### src/rtl/fec_chain_sequencer_if.sv
// Control bundle between the FEC chain sequencer and the blocks it drives:
// ADC/DAC handshakes, buffer status/strobes, per-stage en/req/ack.
interface fec_chain_sequencer_if;
  logic en;
  logic req;
  logic ack;
  logic dac_req;
  logic dac_valid;
  logic buff_empty_enc;
  logic buff_full_enc;
  logic rd_valid_enc;
  logic buff_empty_dec;
  logic buff_full_dec;
  logic rd_valid_dec;
  logic wr_en_buff_enc;
  logic rd_en_buff_enc;
  logic wr_en_buff_dec;
  logic rd_en_buff_dec;
  logic en_enc;
  logic en_mod;
  logic en_dem;
  logic en_dec;
  logic req_enc;
  logic req_mod;
  logic req_dem;
  logic req_dec;
  logic ack_enc;
  logic ack_mod;
  logic ack_dem;
  logic ack_dec;
  logic busy;
  logic err;

  modport master (
    input  en, req, dac_req,
    input  buff_empty_enc, buff_full_enc, rd_valid_enc,
    input  buff_empty_dec, buff_full_dec, rd_valid_dec,
    input  ack_enc, ack_mod, ack_dem, ack_dec,
    output ack, dac_valid,
    output wr_en_buff_enc, rd_en_buff_enc,
    output wr_en_buff_dec, rd_en_buff_dec,
    output en_enc, en_mod, en_dem, en_dec,
    output req_enc, req_mod, req_dem, req_dec,
    output busy, err
  );

  modport slave (
    output en, req, dac_req,
    output buff_empty_enc, buff_full_enc, rd_valid_enc,
    output buff_empty_dec, buff_full_dec, rd_valid_dec,
    output ack_enc, ack_mod, ack_dem, ack_dec,
    input  ack, dac_valid,
    input  wr_en_buff_enc, rd_en_buff_enc,
    input  wr_en_buff_dec, rd_en_buff_dec,
    input  en_enc, en_mod, en_dem, en_dec,
    input  req_enc, req_mod, req_dem, req_dec,
    input  busy, err
  );
endinterface

### src/rtl/fec_chain_sequencer.sv
// One-message-at-a-time sequencer for the FEC chain (pure control).
// Optional stage timeout enabled by defining FEC_SEQ_TIMEOUT_EN.
module fec_chain_sequencer #(
  parameter int STAGE_TIMEOUT = 256,
  parameter int TMO_W         = 9
) (
  input logic                   clk,
  input logic                   rst_n,
  fec_chain_sequencer_if.master bus
);

  typedef enum logic [2:0] {
    IDLE, FETCH, WAIT_RDV, ENC, MOD, DEM, DEC, STORE
  } state_t;

  state_t state;
  logic   rd_pend;
  logic   go;

  if (2**TMO_W <= STAGE_TIMEOUT) begin : g_bad_tmo_w
    $error("TMO_W too narrow for STAGE_TIMEOUT");
  end

  always_comb begin
    go = 1'b0;
    unique case (state)
      WAIT_RDV: go = bus.rd_valid_enc;
      ENC:      go = bus.ack_enc;
      MOD:      go = bus.ack_mod;
      DEM:      go = bus.ack_dem;
      DEC:      go = bus.ack_dec;
      default:  go = 1'b0;
    endcase
  end

  // Ingress/egress run beside the FSM; one write per ack, one read in flight.
  always_ff @(posedge clk or negedge rst_n) begin
    if (!rst_n) begin
      bus.wr_en_buff_enc <= 1'b0;
      bus.ack            <= 1'b0;
      bus.rd_en_buff_dec <= 1'b0;
      bus.dac_valid      <= 1'b0;
      rd_pend            <= 1'b0;
    end else begin
      bus.wr_en_buff_enc <= bus.req & ~bus.buff_full_enc
                          & ~bus.wr_en_buff_enc & ~bus.ack;
      bus.ack            <= bus.wr_en_buff_enc;
      bus.rd_en_buff_dec <= bus.dac_req & ~bus.buff_empty_dec
                          & ~rd_pend & ~bus.rd_en_buff_dec;
      rd_pend            <= (rd_pend | bus.rd_en_buff_dec)
                          & ~bus.rd_valid_dec;
      bus.dac_valid      <= bus.rd_valid_dec;
    end
  end

`ifdef FEC_SEQ_TIMEOUT_EN
  localparam logic [TMO_W-1:0] TMO_LAST = TMO_W'(STAGE_TIMEOUT - 1);
  logic [TMO_W-1:0] tmo;
  logic             timed;
  assign timed = state inside {WAIT_RDV, ENC, MOD, DEM, DEC};
`else
  assign bus.err = 1'b0;
`endif

  always_ff @(posedge clk or negedge rst_n) begin
    if (!rst_n) begin
      state              <= IDLE;
      bus.rd_en_buff_enc <= 1'b0;
      bus.wr_en_buff_dec <= 1'b0;
      bus.en_enc         <= 1'b0;
      bus.en_mod         <= 1'b0;
      bus.en_dem         <= 1'b0;
      bus.en_dec         <= 1'b0;
      bus.req_enc        <= 1'b0;
      bus.req_mod        <= 1'b0;
      bus.req_dem        <= 1'b0;
      bus.req_dec        <= 1'b0;
      bus.busy           <= 1'b0;
`ifdef FEC_SEQ_TIMEOUT_EN
      tmo                <= '0;
      bus.err            <= 1'b0;
`endif
    end else begin
      bus.rd_en_buff_enc <= 1'b0;
      bus.wr_en_buff_dec <= 1'b0;
      unique case (state)
        IDLE: if (bus.en && !bus.buff_empty_enc) begin
          state              <= FETCH;
          bus.rd_en_buff_enc <= 1'b1;
          bus.busy           <= 1'b1;
        end
        FETCH: state <= WAIT_RDV;
        WAIT_RDV: if (go) begin
          state       <= ENC;
          bus.en_enc  <= 1'b1;
          bus.req_enc <= 1'b1;
        end
        ENC: if (go) begin
          state       <= MOD;
          bus.en_enc  <= 1'b0;
          bus.req_enc <= 1'b0;
          bus.en_mod  <= 1'b1;
          bus.req_mod <= 1'b1;
        end
        MOD: if (go) begin
          state       <= DEM;
          bus.en_mod  <= 1'b0;
          bus.req_mod <= 1'b0;
          bus.en_dem  <= 1'b1;
          bus.req_dem <= 1'b1;
        end
        DEM: if (go) begin
          state       <= DEC;
          bus.en_dem  <= 1'b0;
          bus.req_dem <= 1'b0;
          bus.en_dec  <= 1'b1;
          bus.req_dec <= 1'b1;
        end
        DEC: if (go) begin
          state       <= STORE;
          bus.en_dec  <= 1'b0;
          bus.req_dec <= 1'b0;
        end
        STORE: if (!bus.buff_full_dec) begin
          state              <= IDLE;
          bus.wr_en_buff_dec <= 1'b1;
          bus.busy           <= 1'b0;
        end
        default: state <= IDLE;
      endcase
`ifdef FEC_SEQ_TIMEOUT_EN
      tmo <= (timed && !go) ? tmo + 1'b1 : '0;
      // A stuck stage abandons the message; ack on the last cycle still wins.
      if (timed && !go && tmo == TMO_LAST) begin
        state       <= IDLE;
        tmo         <= '0;
        bus.en_enc  <= 1'b0;
        bus.en_mod  <= 1'b0;
        bus.en_dem  <= 1'b0;
        bus.en_dec  <= 1'b0;
        bus.req_enc <= 1'b0;
        bus.req_mod <= 1'b0;
        bus.req_dem <= 1'b0;
        bus.req_dec <= 1'b0;
        bus.busy    <= 1'b0;
        bus.err     <= 1'b1;
      end
`endif
    end
  end

endmodule
### src/flat_wrapper.sv
// flat-port wrapper written by rule: the top's interface ports become plain ports
module fec_chain_sequencer_flat 
#(
  parameter int STAGE_TIMEOUT = 256,
  parameter int TMO_W         = 9
)
  (clk, rst_n, bus_en, bus_req, bus_dac_req, bus_buff_empty_enc, bus_buff_full_enc, bus_rd_valid_enc, bus_buff_empty_dec, bus_buff_full_dec, bus_rd_valid_dec, bus_ack_enc, bus_ack_mod, bus_ack_dem, bus_ack_dec, bus_ack, bus_dac_valid, bus_wr_en_buff_enc, bus_rd_en_buff_enc, bus_wr_en_buff_dec, bus_rd_en_buff_dec, bus_en_enc, bus_en_mod, bus_en_dem, bus_en_dec, bus_req_enc, bus_req_mod, bus_req_dem, bus_req_dec, bus_busy, bus_err);
  fec_chain_sequencer_if bus_i ();
  input logic clk;
  input logic rst_n;
  input wire logic [$bits(bus_i.en)-1:0] bus_en;
  input wire logic [$bits(bus_i.req)-1:0] bus_req;
  input wire logic [$bits(bus_i.dac_req)-1:0] bus_dac_req;
  input wire logic [$bits(bus_i.buff_empty_enc)-1:0] bus_buff_empty_enc;
  input wire logic [$bits(bus_i.buff_full_enc)-1:0] bus_buff_full_enc;
  input wire logic [$bits(bus_i.rd_valid_enc)-1:0] bus_rd_valid_enc;
  input wire logic [$bits(bus_i.buff_empty_dec)-1:0] bus_buff_empty_dec;
  input wire logic [$bits(bus_i.buff_full_dec)-1:0] bus_buff_full_dec;
  input wire logic [$bits(bus_i.rd_valid_dec)-1:0] bus_rd_valid_dec;
  input wire logic [$bits(bus_i.ack_enc)-1:0] bus_ack_enc;
  input wire logic [$bits(bus_i.ack_mod)-1:0] bus_ack_mod;
  input wire logic [$bits(bus_i.ack_dem)-1:0] bus_ack_dem;
  input wire logic [$bits(bus_i.ack_dec)-1:0] bus_ack_dec;
  output wire logic [$bits(bus_i.ack)-1:0] bus_ack;
  output wire logic [$bits(bus_i.dac_valid)-1:0] bus_dac_valid;
  output wire logic [$bits(bus_i.wr_en_buff_enc)-1:0] bus_wr_en_buff_enc;
  output wire logic [$bits(bus_i.rd_en_buff_enc)-1:0] bus_rd_en_buff_enc;
  output wire logic [$bits(bus_i.wr_en_buff_dec)-1:0] bus_wr_en_buff_dec;
  output wire logic [$bits(bus_i.rd_en_buff_dec)-1:0] bus_rd_en_buff_dec;
  output wire logic [$bits(bus_i.en_enc)-1:0] bus_en_enc;
  output wire logic [$bits(bus_i.en_mod)-1:0] bus_en_mod;
  output wire logic [$bits(bus_i.en_dem)-1:0] bus_en_dem;
  output wire logic [$bits(bus_i.en_dec)-1:0] bus_en_dec;
  output wire logic [$bits(bus_i.req_enc)-1:0] bus_req_enc;
  output wire logic [$bits(bus_i.req_mod)-1:0] bus_req_mod;
  output wire logic [$bits(bus_i.req_dem)-1:0] bus_req_dem;
  output wire logic [$bits(bus_i.req_dec)-1:0] bus_req_dec;
  output wire logic [$bits(bus_i.busy)-1:0] bus_busy;
  output wire logic [$bits(bus_i.err)-1:0] bus_err;
  assign bus_i.en = bus_en;
  assign bus_i.req = bus_req;
  assign bus_i.dac_req = bus_dac_req;
  assign bus_i.buff_empty_enc = bus_buff_empty_enc;
  assign bus_i.buff_full_enc = bus_buff_full_enc;
  assign bus_i.rd_valid_enc = bus_rd_valid_enc;
  assign bus_i.buff_empty_dec = bus_buff_empty_dec;
  assign bus_i.buff_full_dec = bus_buff_full_dec;
  assign bus_i.rd_valid_dec = bus_rd_valid_dec;
  assign bus_i.ack_enc = bus_ack_enc;
  assign bus_i.ack_mod = bus_ack_mod;
  assign bus_i.ack_dem = bus_ack_dem;
  assign bus_i.ack_dec = bus_ack_dec;
  assign bus_ack = bus_i.ack;
  assign bus_dac_valid = bus_i.dac_valid;
  assign bus_wr_en_buff_enc = bus_i.wr_en_buff_enc;
  assign bus_rd_en_buff_enc = bus_i.rd_en_buff_enc;
  assign bus_wr_en_buff_dec = bus_i.wr_en_buff_dec;
  assign bus_rd_en_buff_dec = bus_i.rd_en_buff_dec;
  assign bus_en_enc = bus_i.en_enc;
  assign bus_en_mod = bus_i.en_mod;
  assign bus_en_dem = bus_i.en_dem;
  assign bus_en_dec = bus_i.en_dec;
  assign bus_req_enc = bus_i.req_enc;
  assign bus_req_mod = bus_i.req_mod;
  assign bus_req_dem = bus_i.req_dem;
  assign bus_req_dec = bus_i.req_dec;
  assign bus_busy = bus_i.busy;
  assign bus_err = bus_i.err;
  fec_chain_sequencer #(.STAGE_TIMEOUT(STAGE_TIMEOUT), .TMO_W(TMO_W)) u_core (.clk(clk), .rst_n(rst_n), .bus(bus_i));
endmodule
### config.mk
export PLATFORM = sky130hd
export DESIGN_NAME = fec_chain_sequencer_flat
export DESIGN_NICKNAME = d
export VERILOG_FILES = /design/src/rtl/fec_chain_sequencer_if.sv /design/src/rtl/fec_chain_sequencer.sv /design/src/flat_wrapper.sv
export SDC_FILE = /design/constraint.sdc
export NUM_CORES = 1
export LEC_CHECK = 0
export CORE_MARGIN = 3
export CORE_UTILIZATION = 39
export CTS_CLUSTER_DIAMETER = 120
export DETAILED_ROUTE_END_ITERATION = 16
export PLACE_DENSITY = 0.79
export SETUP_SLACK_MARGIN = 0.02
export SYNTH_ARGS = -nofsm -noshare
export SYNTH_HDL_FRONTEND = slang
export SYNTH_SLANG_ARGS = --single-unit
export TNS_END_PERCENT = 30
### constraint.sdc
create_clock -name clk -period 1.6 [get_ports clk]
set_input_delay 0.24 -clock clk [delete_from_list [all_inputs] [get_ports clk]]
set_output_delay 0.24 -clock clk [all_outputs]
set_load 0.02 [all_outputs]
==> metrics.cfg <==
[outcome]
status = complete, no violations

[cells_and_area]
layout-drive-gt1-share = 0.06383
area_growth_pct = 42.26
fillers = 130
largest_register_ffs = 3
top_register = u_core.state
diodes = 0
nets = 110

[clocking]
postCtsSetupRepairBufs = 0
htree_levels = 1
cts_made_buffers = 3
clockBufferDepth = 2
root_buffer = clkbuf_4
clk_pin_slew_ps = 90
cts.sinks = 15
cts_tree = built
clkLatencyLatePin_ps = 280

[critical_path]
critPathKind = flip-flop to primary output
critPathTopFamily = buffers and inverters
crit_path_cell_trace = clkdlybuf4s50_1
crit_arrival_ps = 1290
slowest_stage = clkdlybuf4s50_1
start_kind = flip-flop
cp_slowest_stage_delay_ps = 620
cp_max_fo = 4
required_ps = 1360
cp_num_buf_inv = 1
end_kind = primary output

[sta]
setup_tns_ps = 0
slew_violations = 0
setup_slack_ps = 65.15
finClkSkew_ps = 1.031
rsz0062_at_grt = yes
fmax_mhz = 651.5
fin_crit_sh = 0.9593
finalCriticalPeriod_ps = 1535
final-hold-violation-count = 0
final-setup-viol-count = 0

[floorplan]
fp.dieArea_mm2 = 0.002301
die_w_um = 47.97
coreArea_mm2 = 0.001577
start_util = 0.4357
die_y_um = 47.97
fp-row-count = 14
io_pins = 31

[routing]
ant_nets = 0
top_layer_used = met4
drcViolationCount = 0
drt_iter0_drc = 18
wl_per_cell_um = 12.79
dr_total_vias = 574
drt-met1-wl_um = 593
route.met3.wl_um = 109
viasPerCell = 5.218
wl_mm = 1.407
firstDrtPassIters = 5
wl_met2_um = 665

[synth]
ys_types = 20
synth_cells = 68
syn_avg_cell_area_um2 = 10.10
syn_nets = 83
seq_area_frac_synth = 0.5464
netlist_area_um2 = 686.9
ys_ff_latch = 15
ys.warnings.count = 0

[worst_hold_path]
hold_class = input port to async pin

[pwr]
sw_frac_of_total = 0.3899
p_leak_nw = 0.4201
p_sw_uw = 559.2
p_int_uw = 875.0
powerDensity_mw_per_mm2 = 1468
ir_drop_uv = 769.9
seq_power_share = 0.435
clock_power_share = 0.149
p_comb_frac = 0.416

[grt]
grt_pass1_vias = 538
grt_overflow = 0
grt_first_pass_wirelength_mm = 2.208
grtUsageTotal = 0.1407
antenna_found_initial = 0
grt_max_degree = 17

[placement]
dpl.hpwl_mm = 1.102
place.gp.congestion = 0.7541
pre_cts_slack_ps = 139.4
numPortBuffers = 29

[run]
maxCapViolCount = 0

==> cell type report <==
| type | instances | area, um2 | area share |
|---|---|---|---|
| tap | 16 | 20.02 | 0.02049 |
| inverter | 4 | 15.01 | 0.01536 |
| sequential | 15 | 375.4 | 0.3841 |
| timing repair buffer | 30 | 300.3 | 0.3073 |
| clock inverter | 1 | 5.005 | 0.005122 |
| clock buffer | 3 | 22.52 | 0.02305 |
| multi-input combinational | 41 | 239.0 | 0.2446 |
==> timing repair <==
item	in CTS	in global routing
gates resized for setup	0	1
hold buffers	0	0
endpoints found under the hold margin	0	0
endpoints found under the setup margin	0	4
==> final timing paths <==
check	from	to	slack, ps	cells after the start
min reg2reg	u_core.bus.wr_en_buff_enc	u_core.bus.ack	420	0
min in group clk	u_core.bus.wr_en_buff_enc	u_core.bus.ack	420	0
max	u_core.bus.en_mod	bus_req_mod	70	1
min	rst_n	u_core.bus.en_dem	260	2
max in group asynchronous	rst_n	u_core.bus.rd_en_buff_dec	1180	2
max reg2reg	u_core.state[1]	u_core.state[0]	270	3
==> logic make-up (layout without fill, tap and decap cells) <==
group                  Yosys count  after routing  share of synthesized area
other                            1              1                   0.005459
AND/OR/NAND/NOR                 21             21                     0.1603
flip-flops                      15             15                     0.5464
multiplexers                     2              2                    0.04736
AO/OA/AOI/OAI                   17             17                     0.1348
buffers and inverters           12             38                     0.1056
==> power groups by stage <==
stage / Clock (mW) / Combinational (mW) / Sequential (mW)
floorplan: 0 / 0.424 / 0.610
global placement: 0 / 0.594 / 0.623
detailed placement: 0 / 0.602 / 0.629
CTS: 0.223 / 0.604 / 0.622
global route: 0.234 / 0.663 / 0.649
finish: 0.213 / 0.597 / 0.624
==> cells in the mapped netlist <==
master    instances  share of area
buf_4             5          0.055
nor4b_1           3          0.038
and2_1            1         0.0091
dfrtp_1          15           0.55
o21ai_1           1         0.0073
a21oi_1           3          0.022
mux4_2            1          0.033
conb_1            1         0.0055
nor2_1            6          0.033
nand2_1           7          0.038
a31oi_1           4          0.036
mux2i_1           1          0.015
buf_2             1         0.0073
o21ai_0           8          0.058
nand2b_1          1         0.0091
buf_6             1          0.016
clkbuf_1          1         0.0055
o31ai_1           1          0.011
inv_1             4          0.022
nand3b_1          3          0.033
==> through the flow <==
step           area [um2]  hold slack, ps  utilization  power, mW  std cells
2_1_floorplan       686.9          -55.59            -      1.033         68
3_3_place_gp        947.2           386.9       0.6008      1.216        106
3_5_place_dp        947.2           407.7       0.6008      1.231        106
4_1_cts             974.7           252.8       0.6183      1.449        110
5_1_grt             977.2           278.6       0.6198      1.546        110
6_report            977.2           255.8       0.6198      1.434        110
==> layer usage <==
metal / track usage / vias up
met1: 0.1721 / 267
li1: - / 281
met5: 0 / -
met4: 0.09677 / 0
met2: 0.2216 / 22
met3: 0.02632 / 4
==> cell usage in the layout (no fill, tap or decap) <==
| master | netlist | layout |
|---|---|---|
| a21oi_1 | 3 | 3 |
| a31oi_1 | 4 | 4 |
| and2_1 | 1 | 1 |
| buf_4 | 5 | 1 |
| clkbuf_4 | 0 | 3 |
| clkdlybuf4s50_1 | 0 | 28 |
| clkinv_2 | 0 | 1 |
| conb_1 | 1 | 1 |
| dfrtp_1 | 15 | 15 |
| dlymetal6s2s_1 | 0 | 1 |
| inv_1 | 4 | 4 |
| mux2i_1 | 1 | 1 |
| mux4_2 | 1 | 1 |
| nand2_1 | 7 | 7 |
| nand2b_1 | 1 | 1 |
| nand3b_1 | 3 | 3 |
| nor2_1 | 6 | 6 |
| nor4b_1 | 3 | 3 |
| o21ai_0 | 8 | 8 |
| o21ai_1 | 1 | 1 |
| o31ai_1 | 1 | 1 |
No activity file was read; power rests on OpenSTA's default activity.
